$ cat src/rtl/rom_responder.sv
// Program-memory responder for the 4-bit CPU bus: follows the 8-subcycle fetch
// cycle from sync, captures address/chip select and returns the opcode nibbles.
module rom_responder #(
    parameter logic [3:0] CHIP_ID = 4'h0
) (
    input  logic       clock,
    input  logic       reset,
    input  logic       sync,
    input  logic [3:0] data_in,
    output logic [3:0] data_out,
    output logic       data_oe,
    input  logic       prog_we,
    input  logic [7:0] prog_addr,
    input  logic [7:0] prog_data,
    output logic [2:0] cycle,
    output logic       locked,
    output logic       sync_error
);

    logic [2:0] cycle_q, cycle_d;
    logic       locked_q, locked_d;
    logic       sync_error_q, sync_error_d;
    logic       selected_q, selected_d;
    logic [7:0] addr_q, addr_d;
    logic [7:0] word_q, word_d;
    logic [7:0] mem_q [256];

    always_comb begin
        cycle_d      = cycle_q + 3'd1;
        locked_d     = locked_q;
        sync_error_d = sync_error_q;
        selected_d   = selected_q;
        addr_d       = addr_q;
        word_d       = word_q;

        if (locked_q) begin
            case (cycle_q)
                3'd0: addr_d[3:0] = data_in;
                3'd1: addr_d[7:4] = data_in;
                3'd2: begin
                    word_d     = mem_q[addr_q];
                    selected_d = (data_in == CHIP_ID);
                end
                3'd7: selected_d = 1'b0;
                default: ;
            endcase
        end

        // The sync-low edge is the CPU's end of subcycle 7, so select ends there too.
        if (!sync) begin
            cycle_d    = 3'd0;
            locked_d   = 1'b1;
            selected_d = 1'b0;
            if (locked_q && (cycle_q != 3'd7)) begin
                sync_error_d = 1'b1;
            end
        end else if (locked_q && (cycle_q == 3'd7)) begin
            locked_d     = 1'b0;
            sync_error_d = 1'b1;
            selected_d   = 1'b0;
        end
    end

    always_ff @(posedge clock) begin
        if (reset) begin
            cycle_q      <= 3'd0;
            locked_q     <= 1'b0;
            sync_error_q <= 1'b0;
            selected_q   <= 1'b0;
            addr_q       <= 8'd0;
            word_q       <= 8'd0;
        end else begin
            cycle_q      <= cycle_d;
            locked_q     <= locked_d;
            sync_error_q <= sync_error_d;
            selected_q   <= selected_d;
            addr_q       <= addr_d;
            word_q       <= word_d;
        end
    end

    // Program store survives reset; a same-edge write is seen by the next fetch.
    always_ff @(posedge clock) begin
        if (prog_we) begin
            mem_q[prog_addr] <= prog_data;
        end
    end

    assign data_oe    = locked_q & selected_q & ((cycle_q == 3'd3) | (cycle_q == 3'd4));
    assign data_out   = (cycle_q == 3'd3) ? word_q[7:4] : word_q[3:0];
    assign cycle      = cycle_q;
    assign locked     = locked_q;
    assign sync_error = sync_error_q;

endmodule

$ cat config.mk
export PLATFORM = sky130hd
export DESIGN_NAME = rom_responder
export DESIGN_NICKNAME = d
export VERILOG_FILES = /design/src/rtl/rom_responder.sv
export SDC_FILE = /design/constraint.sdc
export NUM_CORES = 2
export LEC_CHECK = 0
export CORE_ASPECT_RATIO = 0.5
export CORE_MARGIN = 5
export CORE_UTILIZATION = 60
export CTS_BUF_LIST = sky130_fd_sc_hd__clkbuf_16
export DETAILED_ROUTE_END_ITERATION = 10
export GPL_ROUTABILITY_DRIVEN = 0
export PLACE_DENSITY = 0.76
export SLEW_MARGIN = 10
export SYNTH_ARGS = -nofsm -noshare
export SYNTH_HDL_FRONTEND = slang
export SYNTH_SLANG_ARGS = --single-unit
$ cat constraint.sdc
create_clock -name clock -period 5.85 [get_ports clock]
set_input_delay 1.17 -clock clock [delete_from_list [all_inputs] [get_ports clock]]
set_output_delay 1.17 -clock clock [all_outputs]
set_load 0.02 [all_outputs]
## After elaboration in Yosys (flattened, before gate mapping)

Memories as Yosys holds them, arrays and structs flattened. A register that Yosys moved wholly into a read port is not among the register bits.
Index checks and enable logic that the tools add are counted.

| operators by class | value |
|---|---|
| $add $sub $neg | 1 |
| equal/unequal tests | 7 |
| muxes and demuxes | 9 |
| bitwise operators | 4 |
| reduce and logical (&&, ||, !) cells | 13 |

Operator list:

| operator | number |
|---|---|
| $reduce_and 2->1 | 5 |
| $mux 1 | 7 |
| $eq 3x2->1 const B | 2 |
| $eq 3x3->1 const B | 2 |
| $logic_not 4->1 | 1 |
| $mux 4 | 1 |
| $reduce_bool 2->1 | 2 |
| $add 3x1->3 const B | 1 |
| $eq 3x1->1 const B | 1 |
| $logic_not 3->1 | 1 |
| $ne 3x3->1 const B | 1 |
| $reduce_or 3->1 | 1 |
| $and 1x1->1 | 2 |
| $logic_and 1x1->1 | 2 |
| $ne 2x1->1 const B | 1 |
| $pmux 1 s2 | 1 |
| $reduce_or 2->1 | 1 |
| $not 1->1 | 1 |
| $or 1x1->1 | 1 |

| storage, ports and cells | value |
|---|---|
| flip-flop bits (word level) | 14 |
| RAM bits | 2048 |
| input bits | 24 |
| output and inout port bits | 10 |
| memories | 1 |

Memory list:

| name | words | width | rd ports | clocked after memory_dff | wr ports | line | source |
|---|---|---|---|---|---|---|---|
| mem_q | 256 | 8 | 1 | 1 | 1 | 26 | `logic [7:0] mem_q [256];` |

## Longest topological paths before layout

| depth | value |
|---|---|
| depth after elaboration | 4 |
| mapped depth | 13 |
| mapped depth without buffers | 9 |

## Least setup slack after synthesis

OpenSTA, ideal clock, no wires.

| timing | value |
|---|---|
| path type | input port to flip-flop |
| start point | input port prog_addr[0] |
| end point | memory mem_q[237][0] (enable) |
| arrival time | 2.616 ns |
| setup slack | 2.864 ns |
| cell stages on the path | 6 |
| cells stage by stage | clkbuf_1 nor2b_1 clkbuf_1 nand4_1 clkbuf_1 nor2_1 |

RTL lines:

| item | line | source |
|---|---|---|
| start: declaration | 13 | `input logic [7:0] prog_addr,` |
| end: declaration | 26 |  |

No word-level cell before the write port.

==> impl_metrics.csv <==
group,metric,value,unit
run_status,status,"complete, but fails checks",
run_status,violations,"capacitance limit, slew limit",
timing,worst_slack,1.094,ns
place,dp_hpwl,127000,um
yosys,synth_top_cell_by_area,"edfxtp_1",
yosys,ys_ff_latch,2070,
timing,setup_viol,0,
clocking,clk_latency,0.79,ns
routing,dr.pass1.iters,8,
cells_and_area,syn_to_final_growth,8.669,%
global_routing,grt_antenna_before_repair,18,
routing,wl_per_cell,34.92,um
timing,post-route-min-period,4.756,ns
die,initial_core_util,60.54,%
global_routing,grt_max_degree,154,
yosys,synthDistinctLibCells,71,
place,dp_slack,1.395,ns
yosys,synth_edf_count,2048,
die,die_h,270.6,um
timing,finClkSkew,0.03080,ns
yosys,ys_seq_area_share,76.03,%
yosys,synthArstFlopShare,0,%
critical_path,cpLargestDelayFamily,"compound AO/OA/AOI/OAI gates",
critical_path,critPathCaptureType,"flip-flop",
timing,setup_tns,0,ns
job,maxCapViolCount,1,
cells_and_area,final_cell_area,0.08852,mm^2
cells_and_area,final_nets,4078,
yosys,avgSynthCellArea,20.51,um^2
die,io-pin-count,34,
routing,m1WireLength,75700,um
routing,via_per_inst,7.039,
cells_and_area,drive_above_1_share,18.26,%
power,peakVddDrop,257.2,uV
routing,drtAntennaViolNets,0,
critical_path,r2r_slack,1.09,ns
clocking,cts_root_buffer,"clkbuf_16",
power,total_leakage_power,26.56,nW
global_routing,track_usage,29.31,%
die,core_area,0.1346,mm^2
timing,rsz0062_at_grt,"no",
critical_path,startpoint_type,"flip-flop",
worst_hold_path,hp-class,"flip-flop to flip-flop",
yosys,syn-num-nets,4001,
clocking,cts_setup_buffers,0,
routing,top_layer,"met5",
die,rows,95,
yosys,syn-instance-count,3971,
critical_path,worstSetupPathType,"flip-flop to flip-flop",
timing,hold_viol,0,
yosys,synth_ff_type,"edfxtp_1",
routing,drc,0,
yosys,synth_top_area_share,75.49,%
critical_path,cp.required,6.57,ns
critical_path,path_max_fanout,31,
timing,worst_slew_pin_slew,1.469,ns
die,die_w,531.1,um
clocking,post_cts_resized,0,
clocking,clk_pin_slew_worst_paths,0.07,ns
global_routing,overflow,0,
clocking,postCtsHoldBufs,0,
timing,max_freq,210.3,MHz
clocking,cts_made_buffers,170,
critical_path,crit_buf_inv,1,
critical_path,crit_chain,"buf_4 -> or3b_2 -> o22ai_1 -> a211oi_1 -> nand2_1 -> o2111ai_1 -> a2111oi_0 -> a221o_1",
timing,drv_slew,1,
critical_path,crit_path_top_delay_cell,"a2111oi_0",
timing,relSlewSlack,-0.4775,%
critical_path,critical-path-max-stage-delay,1.34,ns
routing,first_iter_violations,7048,
yosys,synthTopCellsByArea,"edfxtp_1, mux4_2, mux2i_1, nor2_1, mux4_1",
critical_path,crit_arrival,5.48,ns
routing,dr_wl_met2,92210,um
routing,dr_total_vias,42172,
global_routing,grt_pass1_vias,40938,
global_routing,grt_first_pass_wirelength,298900,um
yosys,netlist_area,0.08146,mm^2
timing,period_share,81.30,%
die,die-area,0.1437,mm^2
yosys,yosysWarnings,0,
clocking,cts_tree,"yes",
place,portBuffers,33,
clocking,cts_sinks,2070,
power,power_density,325.4,mW/mm^2
place,dpl_cell_area,0.08319,mm^2
routing,wl,209200,um
clocking,cts_max_level,4,
clocking,clock_path_buffers,3,
routing,wl_met3,34090,um
==> cell families (layout without fill, tap and decap cells) <==
family	count (synthesis)	after routing	synth area share (%)
flops	2070	2070	76.03
mux	681	681	14.91
simple gates	600	600	3.199
compound gates	362	362	3.199
buf+inv	251	465	2.553
fa+ha+maj	6	6	0.09215
xor+xnor	1	1	0.01075
other cells	0	12	0
==> tightest hold or removal path: stages (launching register included) <==
cell	delay (ns)
dfxtp_1	0.32
nand2_1	0.05
a21oi_1	0.05
==> flip-flops by register name (all words and copies together) (netlist names) <==
register    cells
selected_q      1
addr_q          8
word_q          8
sync_error      1
cycle           3
mem_q        2048
locked          1
==> worst paths after layout <==
kind	start	depth (start not counted)	to
setup / recovery	addr_q[2]	8	word_q[6]
setup reg to reg	addr_q[2]	8	word_q[6]
hold reg to reg	selected_q	2	selected_q
hold / removal	selected_q	2	selected_q
==> per-layer routing <==
| metal | vias to the layer above | global-route usage [%] |
|---|---|---|
| met1 | 21543 | 42.78 |
| met4 | 14 | 9.650 |
| met3 | 480 | 10.99 |
| li1 | 16660 | - |
| met5 | - | 1.600 |
| met2 | 3475 | 41.34 |
==> cells in the final DEF, fill, tap and decap left out, drive strengths merged, types with 11 or more instances in the layout <==
cell,n
nand3,56
a211oi,15
buf,114
dfxtp,22
nand2,131
a22o,11
a21oi,51
edfxtp,2048
nor3,20
o21ai,26
a22oi,32
diode,12
inv,55
and2,12
o221ai,46
clkbuf,184
clkdlybuf4s50,25
clkinv,72
a2111oi,38
nand4,20
nor2b,11
bufinv,11
o22ai,88
nor4,18
mux4,414
nor2,302
mux2i,257
a31oi,15
==> final cells by class <==
cell class	count	area [um^2]
clock inverter	134	915.9
clock buffer	175	4379
tap	1794	2245
fill	8287	46030
multi-input combinational	1650	17510
timing repair buffer	148	1459
antenna	12	30.03
sequential	2070	61950
inverter	8	35.03
==> report_power, final <==
group / switching [mW] / leakage [nW] / internal (mW)
registers: 0.0388 / 18.6 / 16.3
clock network: 5.14 / 2.75 / 5.91
logic: 0.931 / 5.22 / 0.465
==> per-stage QoR <==
stage	std cells	hold WS [ns]	utilization, %	total power [mW]
4_1_cts	5978	0.4657	65.76	28.81
5_1_grt	5983	0.4945	65.78	29.56
6_report	5991	0.4694	65.79	28.81
3_5_place_dp	5669	0.4499	61.83	18.04
2_1_floorplan	3971	0.4200	-	17.46
3_3_place_gp	5669	0.4396	61.82	18.01
==> cell usage after synthesis (10+ instances only) <==
library cell,count
o221ai_1,42
o21ai_0,24
nor2b_1,11
mux4_2,377
a22o_1,10
buf_6,17
nor4_1,18
a31oi_1,15
buf_12,37
mux2i_1,257
edfxtp_1,2048
nor2_1,302
a211oi_1,15
nand4_1,20
a22oi_1,32
clkbuf_1,80
a2111oi_0,33
and2_1,10
nand2b_1,10
o22ai_1,88
nand2_1,129
mux2_2,10
dfxtp_1,22
a21oi_1,51
buf_8,14
mux4_1,37
nor3_1,20
buf_2,55
buf_4,19
nand3_1,55
Power figures use the tool's default switching activity.
